[config.mk]
export PLATFORM = sky130hd
export DESIGN_NAME = fetch_queue
export DESIGN_NICKNAME = d
export VERILOG_FILES = /design/src/rtl/fetch_pkg.sv /design/src/rtl/fetch_fifo.sv /design/src/rtl/fetch_queue.sv
export SDC_FILE = /design/constraint.sdc
export NUM_CORES = 1
export LEC_CHECK = 0
export CAP_MARGIN = 20
export CORE_MARGIN = 2
export CORE_UTILIZATION = 41
export CTS_BUF_LIST = sky130_fd_sc_hd__clkbuf_2
export DETAILED_ROUTE_END_ITERATION = 7
export GPL_TIMING_DRIVEN = 0
export PLACE_DENSITY_LB_ADDON = 0.15
export SETUP_SLACK_MARGIN = 0.5
export SLEW_MARGIN = 20
export SYNTH_ARGS = -nofsm -noshare
export SYNTH_HDL_FRONTEND = slang
export SYNTH_SLANG_ARGS = --single-unit
[constraint.sdc]
create_clock -name clk -period 4.6 [get_ports clk]
set_clock_uncertainty 0.15 [all_clocks]
set_input_delay 0.92 -clock clk [delete_from_list [all_inputs] [get_ports clk]]
set_output_delay 0.92 -clock clk [all_outputs]
set_load 0.005 [all_outputs]
[src/rtl/fetch_pkg.sv]
// Shared state encoding, default constants and helpers for the fetch queue.
package fetch_pkg;

    typedef enum logic [0:0] {
        RUN   = 1'b0,
        REDIR = 1'b1
    } fetch_state_e;

    localparam int unsigned PC_STEP  = 32'd4;
    localparam logic [63:0] RESET_PC = 64'h0000_0000_0000_0000;

    // Counter increment that sticks at all-ones instead of wrapping.
    function automatic logic [31:0] sat_add32(input logic [31:0] a, input logic [31:0] b);
        logic [32:0] sum;
        sum = {1'b0, a} + {1'b0, b};
        return sum[32] ? 32'hFFFF_FFFF : sum[31:0];
    endfunction

endpackage

[src/rtl/fetch_fifo.sv]
// Circular instruction store with wrap-bit pointers and a single-cycle flush.
module fetch_fifo #(
    parameter int unsigned WIDTH = 96,
    parameter int unsigned DEPTH = 4
) (
    input  logic                   clk,
    input  logic                   rst_n,
    input  logic                   flush_i,
    input  logic                   wr_en_i,
    input  logic [WIDTH-1:0]       wr_data_i,
    input  logic                   rd_en_i,
    output logic [WIDTH-1:0]       rd_data_o,
    output logic                   empty_o,
    output logic                   full_o,
    output logic [$clog2(DEPTH):0] count_o
);

    localparam int unsigned AW = $clog2(DEPTH);
    localparam logic [AW:0] PTR_ONE = {{AW{1'b0}}, 1'b1};

    logic [WIDTH-1:0] mem_q [DEPTH];
    logic [AW:0]      wr_ptr_q;
    logic [AW:0]      wr_ptr_d;
    logic [AW:0]      rd_ptr_q;
    logic [AW:0]      rd_ptr_d;
    logic             wr_fire_s;
    logic             rd_fire_s;

    // Equal pointers mean empty; same index with opposite wrap bits means full.
    assign empty_o   = (wr_ptr_q == rd_ptr_q);
    assign full_o    = (wr_ptr_q[AW] != rd_ptr_q[AW]) &&
                       (wr_ptr_q[AW-1:0] == rd_ptr_q[AW-1:0]);
    assign count_o   = wr_ptr_q - rd_ptr_q;
    assign rd_data_o = empty_o ? {WIDTH{1'b0}} : mem_q[rd_ptr_q[AW-1:0]];
    assign wr_fire_s = wr_en_i && !full_o && !flush_i;
    assign rd_fire_s = rd_en_i && !empty_o && !flush_i;

    // Pointer next-state: flush clears both, otherwise advance on each fire.
    always_comb begin
        wr_ptr_d = wr_ptr_q;
        rd_ptr_d = rd_ptr_q;
        if (flush_i) begin
            wr_ptr_d = {(AW+1){1'b0}};
            rd_ptr_d = {(AW+1){1'b0}};
        end else begin
            if (wr_fire_s) begin
                wr_ptr_d = wr_ptr_q + PTR_ONE;
            end else begin
                wr_ptr_d = wr_ptr_q;
            end
            if (rd_fire_s) begin
                rd_ptr_d = rd_ptr_q + PTR_ONE;
            end else begin
                rd_ptr_d = rd_ptr_q;
            end
        end
    end

    // Pointer registers.
    always_ff @(posedge clk or negedge rst_n) begin
        if (!rst_n) begin
            wr_ptr_q <= {(AW+1){1'b0}};
            rd_ptr_q <= {(AW+1){1'b0}};
        end else begin
            wr_ptr_q <= wr_ptr_d;
            rd_ptr_q <= rd_ptr_d;
        end
    end

    // Entry storage, cleared on reset so no stale content is ever observable.
    always_ff @(posedge clk or negedge rst_n) begin
        if (!rst_n) begin
            for (int i = 0; i < int'(DEPTH); i++) begin
                mem_q[i] <= {WIDTH{1'b0}};
            end
        end else if (wr_fire_s) begin
            mem_q[wr_ptr_q[AW-1:0]] <= wr_data_i;
        end
    end

endmodule

[src/rtl/fetch_queue.sv]
// Fetch front end: PC sequencing, one outstanding imem request, decoupling queue.
// Define FETCH_QUEUE_PERF_EN to add the perf_fetched/perf_flushed counters.
module fetch_queue #(
    parameter int unsigned  N        = 64,
    parameter int unsigned  INST_W   = 32,
    parameter int unsigned  DEPTH    = 4,
    parameter int unsigned  PC_STEP  = fetch_pkg::PC_STEP,
    parameter logic [N-1:0] RESET_PC = N'(fetch_pkg::RESET_PC)
) (
    input  logic              clk,
    input  logic              reset,
    input  logic              PCSrc_F,
    input  logic [N-1:0]      PCBranch_F,
    output logic              imem_req_valid,
    input  logic              imem_req_ready,
    output logic [N-1:0]      imem_addr_F,
    input  logic              imem_rsp_valid,
    input  logic [INST_W-1:0] imem_rsp_data,
    output logic              inst_valid,
    input  logic              inst_ready,
    output logic [INST_W-1:0] inst_data,
    output logic [N-1:0]      inst_pc
`ifdef FETCH_QUEUE_PERF_EN
    ,
    output logic [31:0]       perf_fetched,
    output logic [31:0]       perf_flushed
`endif
);

    import fetch_pkg::*;

    localparam int unsigned  AW      = $clog2(DEPTH);
    localparam int unsigned  EW      = N + INST_W;
    localparam logic [N-1:0] STEP    = N'(PC_STEP);
    localparam logic [AW+1:0] DEPTH_W = (AW+2)'(DEPTH);

    fetch_state_e  state_q;
    fetch_state_e  state_d;
    logic [N-1:0]  pc_q;
    logic [N-1:0]  pc_d;
    logic          inflight_q;
    logic          inflight_d;
    logic [N-1:0]  inflight_pc_q;
    logic [N-1:0]  inflight_pc_d;
    logic          req_valid_s;
    logic          req_fire_s;
    logic          enq_s;
    logic          deq_s;
    logic [AW:0]   count_s;
    logic [AW+1:0] occ_s;
    logic          empty_s;
    logic          full_s;
    logic [EW-1:0] head_s;

    // In-flight request reserves a slot so its response always has room.
    assign occ_s      = {1'b0, count_s} + {{(AW+1){1'b0}}, inflight_q};
    assign req_fire_s = req_valid_s && imem_req_ready;

    // Request gating: no request during reset, on a redirect, or without a free slot.
    always_comb begin
        if (reset && !PCSrc_F && (occ_s < DEPTH_W)) begin
            req_valid_s = 1'b1;
        end else begin
            req_valid_s = 1'b0;
        end
    end

    // Enqueue/dequeue qualification; a redirect kills the coincident response.
    always_comb begin
        enq_s = 1'b0;
        deq_s = 1'b0;
        if (PCSrc_F) begin
            enq_s = 1'b0;
            deq_s = 1'b0;
        end else begin
            enq_s = imem_rsp_valid && inflight_q && (state_q == RUN) && !full_s;
            deq_s = !empty_s && inst_ready;
        end
    end

    // Redirect tracking FSM: REDIR marks the single cycle following a redirect.
    always_comb begin
        state_d = state_q;
        case (state_q)
            RUN: begin
                if (PCSrc_F) begin
                    state_d = REDIR;
                end else begin
                    state_d = RUN;
                end
            end
            REDIR: begin
                if (PCSrc_F) begin
                    state_d = REDIR;
                end else begin
                    state_d = RUN;
                end
            end
            default: state_d = RUN;
        endcase
    end

    // Next PC select and in-flight tag capture.
    always_comb begin
        pc_d          = pc_q;
        inflight_d    = req_fire_s;
        inflight_pc_d = inflight_pc_q;
        if (PCSrc_F) begin
            pc_d = PCBranch_F;
        end else if (req_fire_s) begin
            pc_d = pc_q + STEP;
        end else begin
            pc_d = pc_q;
        end
        if (req_fire_s) begin
            inflight_pc_d = pc_q;
        end else begin
            inflight_pc_d = inflight_pc_q;
        end
    end

    // Control state registers.
    always_ff @(posedge clk or negedge reset) begin
        if (!reset) begin
            state_q       <= RUN;
            pc_q          <= RESET_PC;
            inflight_q    <= 1'b0;
            inflight_pc_q <= {N{1'b0}};
        end else begin
            state_q       <= state_d;
            pc_q          <= pc_d;
            inflight_q    <= inflight_d;
            inflight_pc_q <= inflight_pc_d;
        end
    end

    fetch_fifo #(
        .WIDTH (EW),
        .DEPTH (DEPTH)
    ) u_fifo (
        .clk       (clk),
        .rst_n     (reset),
        .flush_i   (PCSrc_F),
        .wr_en_i   (enq_s),
        .wr_data_i ({inflight_pc_q, imem_rsp_data}),
        .rd_en_i   (deq_s),
        .rd_data_o (head_s),
        .empty_o   (empty_s),
        .full_o    (full_s),
        .count_o   (count_s)
    );

    assign imem_req_valid = req_valid_s;
    assign imem_addr_F    = pc_q;
    assign inst_valid     = !empty_s;
    assign inst_pc        = head_s[EW-1:INST_W];
    assign inst_data      = head_s[INST_W-1:0];

`ifdef FETCH_QUEUE_PERF_EN
    logic [31:0] perf_fetched_q;
    logic [31:0] perf_flushed_q;
    logic [31:0] flush_amt_s;

    // Entries lost on a redirect: queued ones plus the response being killed.
    always_comb begin
        if (PCSrc_F) begin
            flush_amt_s = 32'(count_s) + 32'(inflight_q);
        end else begin
            flush_amt_s = 32'd0;
        end
    end

    // Saturating performance counters.
    always_ff @(posedge clk or negedge reset) begin
        if (!reset) begin
            perf_fetched_q <= 32'd0;
            perf_flushed_q <= 32'd0;
        end else begin
            perf_fetched_q <= sat_add32(perf_fetched_q, {31'd0, req_fire_s});
            perf_flushed_q <= sat_add32(perf_flushed_q, flush_amt_s);
        end
    end

    assign perf_fetched = perf_fetched_q;
    assign perf_flushed = perf_flushed_q;
`endif

endmodule

== Yosys cells after proc, flatten, opt, wreduce, memory -nomap -nowiden ==
Index checks and enable logic that the tools add are counted.

* Muxes and demuxes: 17
* Add/subtract/negate cells: 5
* Eq/ne operators: 3
* Reduce and logical (&&, ||, !) cells: 19
* Bitwise gates (word level): 3
* $lt $le $gt $ge: 4

{| class="wikitable"
|+ Operator list
! kind !! count
|-
| bitwise mux 384 bit || 1
|-
| two-way mux 96 bit || 4
|-
| binary-select mux 96 bit (select 2 bit) || 1
|-
| demux 96 bit (select 2 bit) || 1
|-
| two-way mux 64 bit || 2
|-
| adder 64 x 3 -> 64 bit, second input constant || 1
|-
| logical AND 1 bit || 13
|-
| two-way mux 3 bit || 4
|-
| adder 3 x 1 -> 3 bit, second input constant || 2
|-
| >= comparator 3 bit, second input constant || 2
|-
| inverter 2 -> 3 bit || 2
|-
| nonzero test 2 bit || 3
|-
| adder 3 x 1 -> 4 bit || 1
|-
| less-than comparator 4 x 3 -> 1 bit, second input constant || 1
|-
| two-way mux 1 bit || 4
|-
| == test 3 bit || 1
|-
| zero test 1 bit || 3
|-
| less-than comparator 3 x 1 -> 1 bit, second input constant || 1
|-
| subtractor 3 bit || 1
|-
| == test 2 bit || 1
|-
| != test 1 bit || 1
|-
| inverter 1 bit || 1
|}

* Output and inout bits: 162
* Register bits after elaboration: 520

== Logic depth before layout (Yosys ltp) ==
Gate-level depths: netlist (run 1).

* Depth in word-level cells: 9
* Depth in mapped cells: 12
* Gate-level depth less buffers: 9

== Hierarchy ==
From an unflattened synthesis (run 1), not the netlist that was laid out.

* Cells, all modules: 1895
* Area total of the unflattened synthesis: 24837.6 µm²

{| class="wikitable"
|+ By module, submodules not included
! module !! area an instance (µm²) !! sequential area each (µm²) !! instances !! cells each
|-
| fetch_fifo || 17804.6 || 9759.4 || 1 || 1090
|-
| fetch_queue || 7033.0 || 3253.1 || 1 || 805
|}

== Least setup slack after synthesis (run 1) ==
No wires, ideal clock.

* Path kind: reg-to-output
* Start: register u_fifo.rd_ptr_q[1]
* End: output port inst_pc[44]
* Setup slack: 1.065 ns
* Data required time: 3.530 ns
* Cell stages (with the launch flop): 10
* Path buffers: 5
* Arrival: 2.465 ns
* Cell sequence: dfrtp_1 clkbuf_1 clkbuf_1 buf_1 inv_1 ha_1 nand3_1 clkbuf_1 clkbuf_1 and2_1

* Word-level cells in the longest chain between the ends: 5
* Elaborated cells between the ends (all ways): 6
* Those cells by class: 1 x eq/ne; 4 x mux; 1 x bitwise

{| class="wikitable"
|+ Ends and longest elaborated chain
! item !! RTL line !! text
|-
| from (decl) || fetch_fifo.sv:24 || <nowiki>logic [AW:0] rd_ptr_q;</nowiki>
|-
| from (signal assigned) || fetch_fifo.sv:63 || <nowiki>rd_ptr_q <= {(AW+1){1'b0}};</nowiki>
|-
| from (signal assigned) || fetch_fifo.sv:66 || <nowiki>rd_ptr_q <= rd_ptr_d;</nowiki>
|-
| inverter 2 -> 3 bit (not written as such) || fetch_fifo.sv:34 || <nowiki>assign rd_data_o = empty_o ? {WIDTH{1'b0}} : mem_q[rd_ptr_q[AW-1:0]];</nowiki>
|-
| binary-select mux 96 bit (select 2 bit) || fetch_fifo.sv:34 ||
|-
| two-way mux 96 bit (not written as such) (2 in series) || fetch_fifo.sv:34 ||
|-
| two-way mux 96 bit (*) || fetch_fifo.sv:34 ||
|-
| to (decl) || fetch_queue.sv:22 || <nowiki>output logic [N-1:0] inst_pc</nowiki>
|}

Mark *: on every way between the ends. The rest lies on a longest branch, timed or not. The select of a mux whose other input is x is not followed.

== Final worst setup path (run 1) ==
* Start: register u_fifo.rd_ptr_q[1]
* End: output port inst_pc[54]

Same word-level chain as after synthesis.

==> flow_summary.yaml, run 1 <==
cells_and_area:
  layout-drive-gt1-share: 0.415
  fin_area_sq_um: 30700
  fillers: 5010
  num-nets-final: 2433
  final_core_util: 0.532
  syn2layout_area_growth_pct: 28.7
  final_cell_mix: "520 x dfrtp_1, 388 x mux2_2, 262 x nand2_1"
  layout_commonest_cell: "dfrtp_1"
  finalNonFillerCells: 3189
power:
  finalPower_mw: 10.0
  powerDensity_nw_per_um2: 327
  vdd_drop_max_mv: 0.192
  p_leak_nw: 14.7
floorplan:
  die_area_sq_um: 60000
  die_y_microns: 245
  core_sq_um: 57600
  num_rows: 88
  io_pins: 264
  chipWidth_microns: 245
  start_util: 0.414
sta:
  grt_setup_unrepaired: "yes"
  setup_viol: 0
  fin_crit_ns: 4.31
  setup_ws_ns: 0.292
  holdWs_ns: 0.145
  max-slew-margin-rel: 0.182
  period_share: 0.936
  max_freq_mhz: 232
  finalHoldViolations: 0
  slew_violations: 0
  tightest_slew_ns: 1.22
  setup-tns-final_ns: 0
yosys:
  syn_inst: 1813
  ys_warn_count: 0
  synth_nets: 1924
  async_reset_ff_frac: 1.00
  ys.flop_type: "dfrtp_1"
  ys_types: 55
  seq_area_frac_synth: 0.546
  syn-cell-area_sq_um: 23800
  avgSynthCellArea_sq_um: 13.1
  synth_edf_count: 0
  ys_seq_elements: 520
critical_path:
  critical_path.max_fanout: 8
  cp_slowest_stage_delay_ns: 0.39
  cp.required_ns: 3.53
  critPathSlowestCell: "dfrtp_1"
  critPathLaunchType: "flop"
  cp_data_arrival_time_ns: 3.24
  endpoint_kind: "primary output"
  path_cells: "clkbuf_8 -> clkbuf_16 -> buf_12 -> inv_4 -> ha_4 -> nand3_4 -> buf_12 -> buf_8 -> buf_8 -> buf_6 -> and2_4 -> buf_6"
  worstSetupPathType: "reg -> out"
detailed_routing:
  drc: 0
  vias: 17300
  wire_per_inst_microns: 23.1
  dr.pass1.iters: 5
  wl_met2_microns: 34800
  antenna_left: 0
  wl_met1_microns: 32600
  dr.first_iter.drc_count: 1123
  wl_met3_microns: 4320
  viasPerCell: 5.41
  dr.max_layer_used: "met4"
  totalWireLength_microns: 73500
clock_network:
  clock_sinks: 520
  cts_made_buffers: 140
  cts_tree: "yes"
  cts-htree-levels: 4
  root_buffer: "clkbuf_2"
  clk_latency_ns: 1.30
  cts_buffer_depth: 3
  clk_pin_slew_ns: 0.09
worst_hold_path:
  hp-class: "in -> reg"
placed_design:
  portBuffers: 263
  dpl_cell_area_sq_um: 27600
  dp_slack_ns: -1.52
  globalplace.congestion: 0.916
  dpl.cell_count: 2847
  dp_hpwl_microns: 49700
global_route:
  grt_max_degree: 103
  grt_pass1_vias: 18200
  grt_overflow: 0
  antenna_found_initial: 1
  track_usage: 0.249
  grt_pass1_wl_microns: 111000
run_status:
  status: "complete, no violations"
flow_run:
  drv_cap: 0
==> per-layer routing <==
| metal | vias to the layer above | track usage |
|---|---|---|
| met5 | - | 0 |
| met4 | 0 | 0.0786 |
| met3 | 113 | 0.0601 |
| met2 | 576 | 0.393 |
| met1 | 8917 | 0.339 |
| li1 | 7656 | - |
==> worst max-delay path: cells and delay by family, from the launching register on <==
family,cells,cell delay [ns]
fa+ha+maj,1,0.27
simple gates,2,0.25
buf+inv,9,1.06
flops,1,0.39
==> sequential cells by signal (all words and copies together), names as in the netlist <==
name / flops
u_fifo.rd_ptr_q: 3
imem_addr_F: 64
u_fifo.wr_ptr_q: 3
u_fifo.mem_q: 384
inflight_pc_q: 64
state_q: 1
inflight_q: 1
==> report_power, final <==
part / internal, mW / switching (mW) / leakage, nW
logic: 0.807 / 0.603 / 6.75
clock network: 1.40 / 1.91 / 0.982
registers: 4.92 / 0.396 / 7.00
==> path summary, 6_finish.rpt <==
| path | startpoint | cells after the start | slack, ns | end |
|---|---|---|---|---|
| min reg2reg | u_fifo.mem_q[128] | 1 | 0.35 | u_fifo.mem_q[128] |
| max | u_fifo.rd_ptr_q[1] | 12 | 0.29 | inst_pc[54] |
| min | PCBranch_F[5] | 3 | 0.15 | imem_addr_F[5] |
| min in group asynchronous | reset | 10 | 0.18 | u_fifo.mem_q[321] |
| max in group asynchronous | reset | 9 | 3.01 | imem_addr_F[39] |
| max reg2reg | u_fifo.rd_ptr_q[0] | 9 | 0.59 | inflight_pc_q[18] |
==> Yosys cell counts (24+ instances only) <==
cell type,number,area (sq um)
dfrtp_1,520,13000
mux2_2,388,4370
nand2_1,262,983
and2_1,103,644
mux4_2,96,2160
clkbuf_1,56,210
nand3_1,49,245
buf_1,44,165
o21ai_0,32,160
nand4_1,29,181
nor2_1,24,90.1
==> what timing repair did <==
| item | CTS | global route |
|---|---|---|
| resized for setup | 650 | 70 |
| endpoints found under the hold margin | 228 | 0 |
| endpoints found under the setup margin | 492 | 137 |
| buffers inserted | 30 | 7 |
| hold buffers | 53 | 0 |
| cloned | 6 | 2 |
| pin swaps | 4 | 4 |
==> area by class of cell <==
cell class / instances / area, sq um / share of cell area
clock inverters: 22 / 161 / 0.00526
plain buffers: 110 / 792 / 0.0258
well taps: 765 / 957 / 0.0312
diodes: 5 / 12.5 / 0.000408
flip-flops and latches: 520 / 13000 / 0.424
inverters: 12 / 47.5 / 0.00155
repair buffers: 367 / 4000 / 0.130
clock buffers: 217 / 1090 / 0.0354
multi-input cells: 1171 / 10600 / 0.345
==> kinds of logic (layout without fill, tap and decap cells) <==
group,Yosys count,count (layout),synth area share
simple gates,543,543,0.112
buf+inv,122,728,0.0198
xor+xnor,24,24,0.00946
mux,487,487,0.276
flops,520,520,0.546
compound gates,108,108,0.0313
other cells,0,5,0
fa+ha+maj,9,9,0.00504
Note: power is estimated with default switching activity, not from simulation.
==> inputs of run 2 (changes only) <==
--- a/config.mk
+++ b/config.mk
@@ -5,8 +5,8 @@
 export SDC_FILE = /design/constraint.sdc
 export NUM_CORES = 1
 export LEC_CHECK = 0
-export CAP_MARGIN = 20
-export CORE_MARGIN = 2
+export ABC_CLOCK_PERIOD_IN_PS = 4600
+export CORE_MARGIN = 5
 export CORE_UTILIZATION = 41
 export CTS_BUF_LIST = sky130_fd_sc_hd__clkbuf_2
 export DETAILED_ROUTE_END_ITERATION = 7
==> run 2 against run 1 <==
  * Core utilization is 0.091 points lower
  * Register-to-register slack better by 0.07 ns
  * Via count is 0.79% higher
  * Count of clock-buffer cells in the layout is 3 lower
  * Sequential power hardly changed
  * Total power is 0.98% higher
  * Non-clock buffer count is 3 higher
  * First-iteration DRC count is 4.5% lower
  * Flip-flop and latch count stayed put
==> flow_summary.yaml, run 2 (same netlist as run 1, synthesis figures left out) <==
run_status:
  status: "complete, no violations"
worst_hold_path:
  hp-class: "in -> async"
global_route:
  grt_pass1_wl_microns: 115000
  grt_overflow: 0
  grt_max_degree: 102
  antenna_found_initial: 2
  grt_pass1_vias: 18700
  track_usage: 0.239
power:
  powerDensity_nw_per_um2: 331
  switching_share: 0.293
  clockPowerShare: 0.337
  p_leak_nw: 14.7
  vdd_drop_max_mv: 0.199
  switching_power_mw: 2.97
  p_int_mw: 7.17
  seq_power_share: 0.525
  p_comb_frac: 0.138
critical_path:
  r2r_cells: 11
  critical_path.max_fanout: 7
  ff2ff_setup_slack_ns: 0.66
  cp.required_ns: 3.53
  cp_data_arrival_time_ns: 3.23
  worstSetupPathType: "reg -> out"
  endpoint_kind: "primary output"
  reg2reg_to: "inflight_pc_q[56]"
  critPathLaunchType: "flop"
  rr_startpoint: "u_fifo.rd_ptr_q[0]"
clock_network:
  cts_tree: "yes"
  cts_made_buffers: 142
  cts_buffer_depth: 3
  clock_sinks: 520
  clk_latency_ns: 1.29
  cts-htree-levels: 4
  clk_pin_slew_ns: 0.09
  root_buffer: "clkbuf_2"
cells_and_area:
  seq_area_sq_um: 13000
  syn2layout_area_growth_pct: 28.5
  layout-drive-gt1-share: 0.414
  fin_area_sq_um: 30600
  final_cell_mix: "520 x dfrtp_1, 388 x mux2_2, 262 x nand2_1"
  num-nets-final: 2438
  multi_input_area_sq_um: 10600
  fillers: 5066
  layout_commonest_cell: "dfrtp_1"
  largest_reg_flops: 384
  top_register: "u_fifo.mem_q"
floorplan:
  die_y_microns: 251
  start_util: 0.414
  core_sq_um: 57600
  chipWidth_microns: 251
  io_pins: 264
  num_rows: 88
  die_area_sq_um: 63000
sta:
  slew_violations: 0
  holdWs_ns: 0.159
  max_freq_mhz: 233
  period_share: 0.934
  grt_setup_unrepaired: "yes"
  setup-tns-final_ns: 0
  max-slew-margin-rel: 0.244
  fin_crit_ns: 4.30
  setup_viol: 0
  finalHoldViolations: 0
  tightest_slew_ns: 1.12
detailed_routing:
  viasPerCell: 5.45
  dr.pass1.iters: 7
  dr.first_iter.drc_count: 1072
  vias: 17400
  wire_per_inst_microns: 23.3
  drc: 0
  antenna_left: 0
  totalWireLength_microns: 74600
placed_design:
  globalplace.congestion: 0.915
  dpl_cell_area_sq_um: 27600
  dp_hpwl_microns: 50800
  portBuffers: 263
flow_run:
  drv_cap: 0
==> run 2: cell count changes in the layout (fill, tap and decap cells not counted), sizes merged <==
cell / previous run / this run
clkinv: 16 / 19
bufinv: 3 / 4
dlygate4sd2: 2 / 6
inv: 15 / 18
dlygate4sd3: 43 / 50
buf: 212 / 189
clkinvlp: 0 / 2
clkbuf: 272 / 285
diode: 5 / 2
clkdlybuf4s15: 1 / 0
==> run 2: per-layer routing <==
layer | vias up | global-route usage | part of all wire
met4 | 0 | 0.0906 | 0.031
met2 | 632 | 0.370 | 0.47
li1 | 7693 | - | -
met1 | 8937 | 0.326 | 0.44
met3 | 136 | 0.0626 | 0.065
met5 | - | 0 | 0
==> run 2: power by group through the flow <==
stage | Sequential [mW] | Clock [mW] | Combinational (mW)
floorplan | 5.24 | 0 | 0.656
global placement | 5.39 | 0 | 1.19
detailed placement | 5.41 | 0 | 1.23
CTS | 5.32 | 3.54 | 1.40
global route | 5.37 | 3.79 | 1.53
finish | 5.32 | 3.42 | 1.40
==> run 2: repair_timing <==
| item | 4_1_cts | 5_1_grt |
|---|---|---|
| pin swaps | 3 | 6 |
| setup buffers | 29 | 6 |
| resized for setup | 603 | 80 |
| cloned | 8 | 0 |
| hold buffers | 59 | 0 |
| endpoints found under the hold margin | 378 | 0 |
| setup endpoints to repair | 501 | 149 |
==> run 2: worst max-delay path by stage <==
| stage | startpoint | endpoint | slack [ns] |
|---|---|---|---|
| floorplan | u_fifo.rd_ptr_q[1] | inst_pc[44] | 1.07 |
| finish | u_fifo.rd_ptr_q[1] | inst_pc[44] | 0.30 |
| CTS | u_fifo.rd_ptr_q[1] | inst_pc[47] | 0.11 |
| detailed placement | u_fifo.rd_ptr_q[1] | inst_pc[53] | -1.52 |
| global route | u_fifo.rd_ptr_q[1] | inst_pc[50] | 0.01 |
| global placement | reset | u_fifo.mem_q[273] | -20.33 |
==> run 2: layout make-up <==
cell class | count | share of cell area
timing repair buffer | 371 | 0.129
inverter | 12 | 0.00155
antenna | 2 | 0.000164
multi-input combinational | 1171 | 0.346
clock buffer | 214 | 0.0350
buffer | 109 | 0.0241
clock inverter | 31 | 0.00748
sequential | 520 | 0.425
tap | 765 | 0.0313
==> run 2: worst max-delay path, stage by stage (launching register included) <==
cell,delay [ns]
dfrtp_1,0.37
clkbuf_8,0.15
clkbuf_16,0.13
buf_12,0.09
inv_4,0.03
ha_4,0.26
nand3_4,0.09
buf_12,0.18
clkbuf_16,0.15
buf_8,0.13
clkbuf_16,0.15
and2_4,0.13
buf_6,0.11
==> run 2: per-stage QoR <==
stage	power, mW	worst slack [ns]	instances	utilization
6_report	10.1	0.303	3195	0.531
5_1_grt	10.7	0.0132	3195	0.531
4_1_cts	10.2	0.105	3187	0.529
3_5_place_dp	6.64	-1.52	2847	0.479
3_3_place_gp	6.59	-20.33	2841	0.476
2_1_floorplan	5.90	1.07	1813	-
==> inputs of run 3 (changes only) <==
--- a/config.mk
+++ b/config.mk
@@ -12,6 +12,7 @@
 export DETAILED_ROUTE_END_ITERATION = 7
 export GPL_TIMING_DRIVEN = 0
 export PLACE_DENSITY_LB_ADDON = 0.15
+export RECOVER_POWER = 50
 export SETUP_SLACK_MARGIN = 0.5
 export SLEW_MARGIN = 20
 export SYNTH_ARGS = -nofsm -noshare
==> run 3 against run 2 <==
  * The flow now finishes with violations (capacitance limit, slew limit)
  * Final area fell by 0.49%
  * Count of clock-buffer cells in the layout unchanged
  * Total power down 0.18%
  * Die area unchanged
  * Global-route usage stayed put
  * Maximum frequency fell by 2.3%
  * Routed wire length is essentially flat
==> flow_summary.yaml, run 3 (same netlist as run 1, synthesis figures left out) <==
run_status:
  status: "complete, but fails checks"
  violations: "capacitance limit, slew limit"
floorplan:
  die_y_microns: 251
  num_rows: 88
  io_pins: 264
  chipWidth_microns: 251
  core_sq_um: 57600
  start_util: 0.414
  die_area_sq_um: 63000
cells_and_area:
  final_cell_mix: "520 x dfrtp_1, 388 x mux2_2, 262 x nand2_1"
  syn2layout_area_growth_pct: 27.9
  layout-drive-gt1-share: 0.410
  fillers: 5081
  final_core_util: 0.529
  seq_area_sq_um: 13000
  largest_reg_flops: 384
  layout_commonest_cell: "dfrtp_1"
  multi_input_area_sq_um: 10600
  top_register: "u_fifo.mem_q"
  num-nets-final: 2438
clock_network:
  cts-htree-levels: 4
  clk_pin_slew_ns: 0.07
  root_buffer: "clkbuf_2"
  cts_tree: "yes"
  clk_latency_ns: 1.28
  cts_buffer_depth: 3
  clock_sinks: 520
  cts_made_buffers: 142
worst_hold_path:
  hold_depth: 2
  hp-class: "in -> reg"
  hold_path.startpoint: "PCBranch_F[21]"
  min_to: "imem_addr_F[21]"
sta:
  grt_setup_unrepaired: "yes"
  period_share: 0.956
  fin_crit_ns: 4.40
  max-slew-margin-rel: -0.945
  max_freq_mhz: 227
  finalHoldViolations: 0
  slew_violations: 367
  tightest_slew_ns: 2.92
  setup_viol: 0
  setup-tns-final_ns: 0
critical_path:
  startpoint: "PCSrc_F"
  reg2reg_to: "inflight_pc_q[36]"
  critical_path.max_fanout: 10
  worstSetupPathType: "in -> out"
  ff2ff_setup_slack_ns: 0.42
  cp_data_arrival_time_ns: 3.33
  r2r_cells: 12
  endpoint_kind: "primary output"
  critPathLaunchType: "primary input"
  rr_startpoint: "u_fifo.rd_ptr_q[0]"
  cp.required_ns: 3.53
detailed_routing:
  dr.first_iter.drc_count: 1001
  antenna_left: 0
  wire_per_inst_microns: 23.3
  viasPerCell: 5.45
  totalWireLength_microns: 74500
  dr.pass1.iters: 5
  drc: 0
  vias: 17400
global_route:
  grt_pass1_wl_microns: 115000
  grt_pass1_vias: 18700
  antenna_found_initial: 2
  grt_overflow: 0
  track_usage: 0.239
  grt_max_degree: 102
power:
  p_leak_nw: 14.6
  vdd_drop_max_mv: 0.197
  switching_share: 0.293
  powerDensity_nw_per_um2: 332
  switching_power_mw: 2.96
  p_int_mw: 7.15
  seq_power_share: 0.526
  clockPowerShare: 0.338
  p_comb_frac: 0.136
placed_design:
  globalplace.congestion: 0.915
  dp_hpwl_microns: 50800
  portBuffers: 263
flow_run:
  drv_cap: 5
[run 3: through the flow]
| stage | std cells | total power, mW | cell area [sq um] | setup slack (ns) | hold slack (ns) |
|---|---|---|---|---|---|
| after CTS | 3187 | 10.2 | 30500 | 0.105 | 0.00627 |
| after detailed placement | 2847 | 6.64 | 27600 | -1.52 | 0.337 |
| after floorplan | 1813 | 5.90 | 23800 | 1.07 | 0.324 |
| final | 3195 | 10.1 | 30500 | 0.203 | 0.197 |
| after global routing | 3195 | 10.7 | 30500 | 0.0132 | 0.00935 |
| after global placement | 2841 | 6.59 | 27400 | -20.33 | 0.331 |
[run 3: repair_timing]
| action | CTS | global route |
|---|---|---|
| hold endpoints to repair | 378 | 0 |
| setup endpoints to repair | 501 | 149 |
| resized for setup | 603 | 80 |
| setup buffers | 29 | 6 |
| hold buffers | 59 | 0 |
| pin swaps | 3 | 6 |
| cloned | 8 | 0 |
[run 3: how the worst max path moves through the flow]
stage / endpoint / slack, ns / depth (start not counted)
final: imem_req_valid / 0.20 / 5
after global routing: inst_pc[50] / 0.01 / 12
after CTS: inst_pc[47] / 0.11 / 12
after detailed placement: inst_pc[53] / -1.52 / 10
after global placement: u_fifo.mem_q[273] / -20.33 / 1
after floorplan: inst_pc[44] / 1.07 / 9
[run 3: layer usage]
metal	up-vias	global-route usage	wire length [microns]
met1	8948	0.326	32600
li1	7699	-	-
met2	626	0.370	34800
met3	129	0.0626	4920
met5	-	0	0
met4	0	0.0906	2200
[run 3: worst max-delay path: stages]
cell and delay, ns:
dlygate4sd3_1 0.90, clkbuf_1 0.53, clkbuf_1 0.64, nor4b_4 0.15, buf_2 0.17
[run 3: power groups by stage]
stage / sequential [mW] / combinational [mW] / clock [mW]
detailed placement: 5.41 / 1.23 / 0
floorplan: 5.24 / 0.656 / 0
finish: 5.32 / 1.38 / 3.42
global placement: 5.39 / 1.19 / 0
global route: 5.38 / 1.51 / 3.79
CTS: 5.32 / 1.40 / 3.54
[run 3: layout make-up]
class | count | share of cell area
flip-flops and latches | 520 | 0.427
multi-input cells | 1171 | 0.348
repair buffers | 371 | 0.125
clock buffers | 214 | 0.0352
well taps | 765 | 0.0314
plain buffers | 109 | 0.0241
clock inverters | 31 | 0.00752
inverters | 12 | 0.00156
diodes | 2 | 0.000164
